File: config.mk
export PLATFORM = sky130hd
export DESIGN_NAME = hps_bridge_mm
export DESIGN_NICKNAME = d
export VERILOG_FILES = /design/src/rtl/hps_bridge_mm.sv
export SDC_FILE = /design/constraint.sdc
export NUM_CORES = 1
export LEC_CHECK = 0
export ABC_AREA = 1
export BUFFER_PORTS_ARGS = -buffer_cell sky130_fd_sc_hd__buf_2
export CORE_UTILIZATION = 50
export CTS_CLUSTER_SIZE = 16
export DETAILED_ROUTE_END_ITERATION = 16
export PLACE_DENSITY_LB_ADDON = 0.1
export SKIP_CTS_REPAIR_TIMING = 1
export SLEW_MARGIN = 25
export SYNTH_ARGS = -nofsm -noshare
export SYNTH_HDL_FRONTEND = slang
export SYNTH_SLANG_ARGS = --single-unit
export TNS_END_PERCENT = 20
File: constraint.sdc
create_clock -name clk -period 2.8 [get_ports clk]
set_clock_uncertainty 0.2 [all_clocks]
set_input_delay 0.42 -clock clk [delete_from_list [all_inputs] [get_ports clk]]
set_output_delay 0.42 -clock clk [all_outputs]
set_load 0.1 [all_outputs]
File: src/rtl/hps_bridge_mm.sv
// hps_bridge_mm: Avalon-MM slave between the HPS and the modem TX/RX byte
// FIFOs, navigation timer and receiver tuning registers. Provides a maskable
// W1C interrupt pending register and a small sequencer that auto-replies to
// navigation queries or issues a navigation start, sharing the TX port with
// the host through waitrequest.
module hps_bridge_mm #(
  parameter int unsigned DATA_W       = 8,
  parameter int unsigned CNT_W        = 8,
  parameter int unsigned NUM_IRQ      = 4,
  parameter int unsigned NQ_SRC       = 3,
  parameter logic [7:0]  REPLY_CODE   = 8'h02,
  parameter logic [7:0]  QUERY_CODE   = 8'h04,
  parameter int unsigned RX_THR_DEF   = 600,
  parameter int unsigned COMP_THR_DEF = 6,
  parameter logic [31:0] VERSION      = 32'h0002_0000
) (
  input  logic               clk,
  input  logic               reset_n,
  input  logic [7:0]         address,
  input  logic               chipselect,
  input  logic               read,
  input  logic               write,
  input  logic [31:0]        writedata,
  output logic [31:0]        readdata,
  output logic               readdatavalid,
  output logic               waitrequest,
  output logic [DATA_W-1:0]  data_tx,
  output logic [CNT_W-1:0]   size_fifo_tx,
  output logic               wren_fifo_tx,
  output logic               start_tx,
  input  logic               ready_tx,
  input  logic [DATA_W-1:0]  data_rx,
  input  logic [CNT_W-1:0]   size_fifo_rx,
  output logic               rden_fifo_rx,
  input  logic [NUM_IRQ-1:0] irq_event,
  output logic               irq,
  output logic               navig_timer_start,
  output logic [31:0]        rx_threshold,
  output logic [31:0]        comp_threshold,
  output logic [31:0]        guard_interval,
  output logic [31:0]        mem_addr,
  input  logic [31:0]        end_address
);

  localparam logic [7:0] A_TX_SIZE  = 8'h00;
  localparam logic [7:0] A_TX_DATA  = 8'h04;
  localparam logic [7:0] A_TX_START = 8'h08;
  localparam logic [7:0] A_STATUS   = 8'h0C;
  localparam logic [7:0] A_RX_DATA  = 8'h10;
  localparam logic [7:0] A_PEND     = 8'h14;
  localparam logic [7:0] A_MASK     = 8'h18;
  localparam logic [7:0] A_NAVIG    = 8'h1C;
  localparam logic [7:0] A_RX_THR   = 8'h20;
  localparam logic [7:0] A_COMP_THR = 8'h24;
  localparam logic [7:0] A_GUARD    = 8'h28;
  localparam logic [7:0] A_MEM_ADDR = 8'h2C;
  localparam logic [7:0] A_END_ADDR = 8'h30;
  localparam logic [7:0] A_ID       = 8'h34;

  typedef enum logic [2:0] {IDLE, AR_PUSH, AR_START, NS_PUSH, NS_START} state_t;

  state_t             state, state_next;
  logic               reply_req;
  logic               unf, ovf;
  logic [NUM_IRQ-1:0] pend, mask, pend_clr;
  logic [31:0]        rdata;
  logic               rd_en, wr_en, wr_acc, tx_addr, busy, rx_nempty, q_evt;

  assign rd_en     = chipselect & read;
  // A simultaneous read wins; the write half is dropped.
  assign wr_en     = chipselect & write & ~read;
  assign tx_addr   = (address == A_TX_SIZE) | (address == A_TX_DATA) |
                     (address == A_TX_START) | (address == A_NAVIG);
  assign busy      = (state != IDLE) | reply_req;
  assign waitrequest = chipselect & write & tx_addr & busy;
  assign wr_acc    = wr_en & ~waitrequest;
  assign rx_nempty = (size_fifo_rx != '0);
  assign q_evt     = irq_event[NQ_SRC];
  // Show-ahead FIFO: pop on the same cycle the head is captured into readdata.
  assign rden_fifo_rx = rd_en & (address == A_RX_DATA) & rx_nempty;
  assign pend_clr  = (wr_acc && address == A_PEND) ? writedata[NUM_IRQ-1:0] : '0;

  // Sequencer state register.
  always_ff @(posedge clk or negedge reset_n) begin
    if (!reset_n) state <= IDLE;
    else          state <= state_next;
  end

  // Sequencer next state; a pending reply is served before a NAVIG_START.
  always_comb begin
    state_next = state;
    case (state)
      IDLE: begin
        if (reply_req)                        state_next = AR_PUSH;
        else if (wr_acc && address == A_NAVIG) state_next = NS_PUSH;
      end
      AR_PUSH:  state_next = AR_START;
      AR_START: state_next = IDLE;
      NS_PUSH:  state_next = NS_START;
      NS_START: state_next = IDLE;
      default:  state_next = IDLE;
    endcase
  end

  // TX port outputs, registered; the sequencer loads them on entering each state.
  always_ff @(posedge clk or negedge reset_n) begin
    if (!reset_n) begin
      data_tx           <= '0;
      size_fifo_tx      <= '0;
      wren_fifo_tx      <= 1'b0;
      start_tx          <= 1'b0;
      navig_timer_start <= 1'b0;
    end else begin
      wren_fifo_tx      <= 1'b0;
      start_tx          <= 1'b0;
      navig_timer_start <= 1'b0;
      if (wr_acc && address == A_TX_SIZE) size_fifo_tx <= writedata[CNT_W-1:0];
      if (wr_acc && address == A_TX_DATA) begin
        data_tx      <= writedata[DATA_W-1:0];
        wren_fifo_tx <= 1'b1;
      end
      if (wr_acc && address == A_TX_START) start_tx <= 1'b1;
      case (state_next)
        AR_PUSH: begin
          data_tx      <= DATA_W'(REPLY_CODE);
          size_fifo_tx <= CNT_W'(1);
          wren_fifo_tx <= 1'b1;
        end
        NS_PUSH: begin
          data_tx      <= DATA_W'(QUERY_CODE);
          size_fifo_tx <= CNT_W'(1);
          wren_fifo_tx <= 1'b1;
        end
        AR_START: start_tx <= 1'b1;
        NS_START: begin
          start_tx          <= 1'b1;
          navig_timer_start <= 1'b1;
        end
        default: ;
      endcase
    end
  end

  // Reply request and sticky status flags; a query while one is pending is dropped.
  always_ff @(posedge clk or negedge reset_n) begin
    if (!reset_n) begin
      reply_req <= 1'b0;
      unf       <= 1'b0;
      ovf       <= 1'b0;
    end else begin
      if (state == AR_START) reply_req <= 1'b0;
      if (q_evt && !reply_req) reply_req <= 1'b1;
      if (wr_acc && address == A_STATUS && writedata[2]) unf <= 1'b0;
      if (rd_en && address == A_RX_DATA && !rx_nempty)   unf <= 1'b1;
      if (wr_acc && address == A_STATUS && writedata[3]) ovf <= 1'b0;
      if (q_evt && reply_req)                            ovf <= 1'b1;
    end
  end

  // Interrupt pending (set beats W1C), mask and registered irq level.
  always_ff @(posedge clk or negedge reset_n) begin
    if (!reset_n) begin
      pend <= '0;
      mask <= '0;
      irq  <= 1'b0;
    end else begin
      pend <= (pend & ~pend_clr) | irq_event;
      if (wr_acc && address == A_MASK) mask <= writedata[NUM_IRQ-1:0];
      irq  <= |(pend & mask);
    end
  end

  // Tuning and DMA registers; a zero write restores the threshold defaults.
  always_ff @(posedge clk or negedge reset_n) begin
    if (!reset_n) begin
      rx_threshold   <= 32'(RX_THR_DEF);
      comp_threshold <= 32'(COMP_THR_DEF);
      guard_interval <= '0;
      mem_addr       <= '0;
    end else if (wr_acc) begin
      case (address)
        A_RX_THR:   rx_threshold   <= (writedata == '0) ? 32'(RX_THR_DEF) : writedata;
        A_COMP_THR: comp_threshold <= (writedata == '0) ? 32'(COMP_THR_DEF) : writedata;
        A_GUARD:    guard_interval <= writedata;
        A_MEM_ADDR: mem_addr       <= writedata;
        default: ;
      endcase
    end
  end

  // Read data multiplexer.
  always_comb begin
    rdata = '0;
    case (address)
      A_TX_SIZE:  rdata = 32'(size_fifo_tx);
      A_STATUS:   rdata = {16'(size_fifo_rx), 12'd0, ovf, unf, rx_nempty, ready_tx};
      A_RX_DATA:  rdata = rx_nempty ? 32'(data_rx) : '0;
      A_PEND:     rdata = 32'(pend);
      A_MASK:     rdata = 32'(mask);
      A_RX_THR:   rdata = rx_threshold;
      A_COMP_THR: rdata = comp_threshold;
      A_GUARD:    rdata = guard_interval;
      A_MEM_ADDR: rdata = mem_addr;
      A_END_ADDR: rdata = end_address;
      A_ID:       rdata = VERSION;
      default:    rdata = '0;
    endcase
  end

  // Registered read response, one cycle after the read is sampled.
  always_ff @(posedge clk or negedge reset_n) begin
    if (!reset_n) begin
      readdata      <= '0;
      readdatavalid <= 1'b0;
    end else begin
      readdatavalid <= rd_en;
      if (rd_en) readdata <= rdata;
    end
  end

endmodule

==> impl_metrics.tcl <==
set metrics [dict create \
    synth_area_leader_cell "dfrtp_1" \
    peakVddDrop_mv 0.646 \
    synth_enable_flop_cells 0 \
    grt_pass1_vias 8217 \
    h-tree-depth 4 \
    finalCritPeriodShare 0.850 \
    dr_wl_met3_um 2450 \
    cts-root-buf "clkbuf_16" \
    area_delta_synth_final_pct 25.5 \
    ios 281 \
    worstSetupStartpoint "state[2]" \
    cts.sinks 195 \
    synth_top_area_share 0.527 \
    worst_pin_slew_ps 677 \
    end_kind "output pin" \
    drc 0 \
    synth_nets 1205 \
    numCtsBuffers 17 \
    clock_path_buffers 2 \
    ys_seq_area_frac 0.545 \
    synth.area.top_cells "dfrtp_1, nand2_1, o21ai_0" \
    rsz0062_at_grt "no" \
    syn_area_per_cell_sq_um 8.10 \
    grt_max_degree 68 \
    clock.fmax_ghz 0.420 \
    criticalPathCategory "flip-flop to output pin" \
    antenna_found_initial 2 \
    grt_overflow 0 \
    wl_um 30900 \
    p_leak_nw 6.09 \
    start_kind "flip-flop" \
    grt_pass1_wl_um 46300 \
    worstPathArrival_ps 1760 \
    synthCells 1107 \
    top_layer "met4" \
    grtUsageTotal 0.338 \
    cts_tree "built" \
    crit_fanout 3 \
    async_reset_ff_frac 1.00 \
    dr_total_vias 8777 \
    dpl.hpwl_um 22300 \
    power_density_nw_per_um2 587 \
    wl_met1_um 13000 \
    synth_most_common_cell "nand2_1" \
    clk_latency_ps 440 \
    die_h_um 136 \
    wl_per_cell_um 19.1 \
    nets 1480 \
    antenna_left 0 \
    fillers 1552 \
    required_ps 2180 \
    synth_commonest_cells "nand2_1, dfrtp_1, o21ai_0" \
    route.met2.wl_um 14300 \
    max_cap_viol_count 0 \
    gp_congestion 0.954 \
    p_total_w 0.00661 \
    viasPerCell 5.41 \
    drv_slew 0 \
    layout-drive-gt1-share 0.264 \
    synth_ff_type "dfrtp_1" \
    status "completed" \
    hold_violations 0 \
    ys_seq_elements 195 \
    fin_setup_tns_ps 0 \
    initial_core_util 0.515 \
    die-area_sq_um 18500 \
    std_cell_rows 48 \
    period_needed_ps 2380 \
    drt-initial-drc-count 836 \
    hp-start "irq_event[1]" \
    slew_headroom 0.545 \
    dr.pass1.iters 5 \
    hold_class "primary input to flip-flop" \
    portBuffers 280 \
    path_clk_slew_ps 80 \
    core-area_sq_um 17400 \
    final_core_util 0.646 \
    reg2reg_from "state[2]" \
    ys_types 33 \
    finalSetupViolations 0 \
    netlist_area_sq_um 8970 \
    die_width_um 136 \
    yosysWarnings 0 \
]
final timing paths:
check,slack [ps],endpoint,cells past startpoint
setup / recovery,420,waitrequest,7
hold / removal,1,pend[1],2
setup reg to reg,600,rx_threshold[6],10
hold reg to reg,270,state[2],1
max in group asynchronous,1290,mem_addr[27],3
min in group asynchronous,220,mem_addr[25],2
routing by layer:
metal,global-route usage,vias up
met4,0.148,0
li1,-,4120
met2,0.527,455
met3,0.0503,72
met5,0,-
met1,0.469,4130
worst max-delay path, stage by stage, from the launching register on:
cell and delay (ps):
dfrtp_1 380, inv_2 50, nand2_1 90, nor2_1 70, a21oi_1 150, nand2_2 100, inv_1 60, buf_2 410
sequential cells by signal, summed over array words and instances, names as in the netlist, 3 cells and up:
signal	flops
rx_threshold	32
readdata	32
comp_threshold	32
mask	4
mem_addr	32
state	3
data_tx	8
guard_interval	32
size_fifo_tx	8
pend	4
logic make-up (layout without fill, tap and decap cells):
logic type | after synthesis | count (layout) | synth area share
compound gates | 266 | 266 | 0.159
buf+inv | 194 | 482 | 0.0882
flops | 195 | 195 | 0.545
other cells | 0 | 2 | 0
simple gates | 452 | 452 | 0.207
through the flow:
stage	instance area (sq um)	hold WS, ps	cells	setup slack [ps]
after CTS	11200	-343	1617	405
after global routing	11200	0.482	1621	295
after detailed placement	10700	120	1585	368
after global placement	10700	118	1585	421
after floorplan	8970	-75.6	1107	151
final	11200	0.967	1622	420
power breakdown:
| part | switching [W] | leakage, nW | internal (W) |
|---|---|---|---|
| clock | 0.00117 | 0.262 | 0.00117 |
| combinational | 0.00107 | 3.66 | 0.000213 |
| sequential | 0.0000622 | 2.17 | 0.00293 |
cell usage in the layout, fill, tap and decap left out, types with 2 or more instances in the layout:
master         count
clkinv_2           2
nor2_4             6
o21a_1             3
clkinvlp_4         3
o21ai_0          162
dfstp_2            6
buf_2            279
nor2_1            34
a22oi_1            3
o31ai_1            4
inv_1            136
nor3_2             2
nand3_1           29
nor3b_1            4
dlygate4sd3_1      3
nor3_1            11
inv_2              2
diode_2            2
buf_4             25
nor2_2             3
nor4_1             8
o221ai_1           3
o21bai_1           2
buf_12             3
nand2_2            8
o211ai_1           2
o21ai_1           34
dfrtp_1          189
inv_8              2
nand4_1            6
a21oi_1           15
nand2_1          340
clkbuf_16         17
inv_6              6
o22ai_1           36
area by class of cell:
type | count | area, sq um | area share
antenna | 2 | 5.00 | 0.000445
clock buffer | 18 | 429 | 0.0381
clock inverter | 14 | 116 | 0.0103
inverter | 139 | 524 | 0.0466
multi-input combinational | 718 | 3320 | 0.295
sequential | 195 | 4890 | 0.434
tap | 225 | 282 | 0.0250
timing repair buffer | 311 | 1690 | 0.150
(Power assumes the default switching activity.)
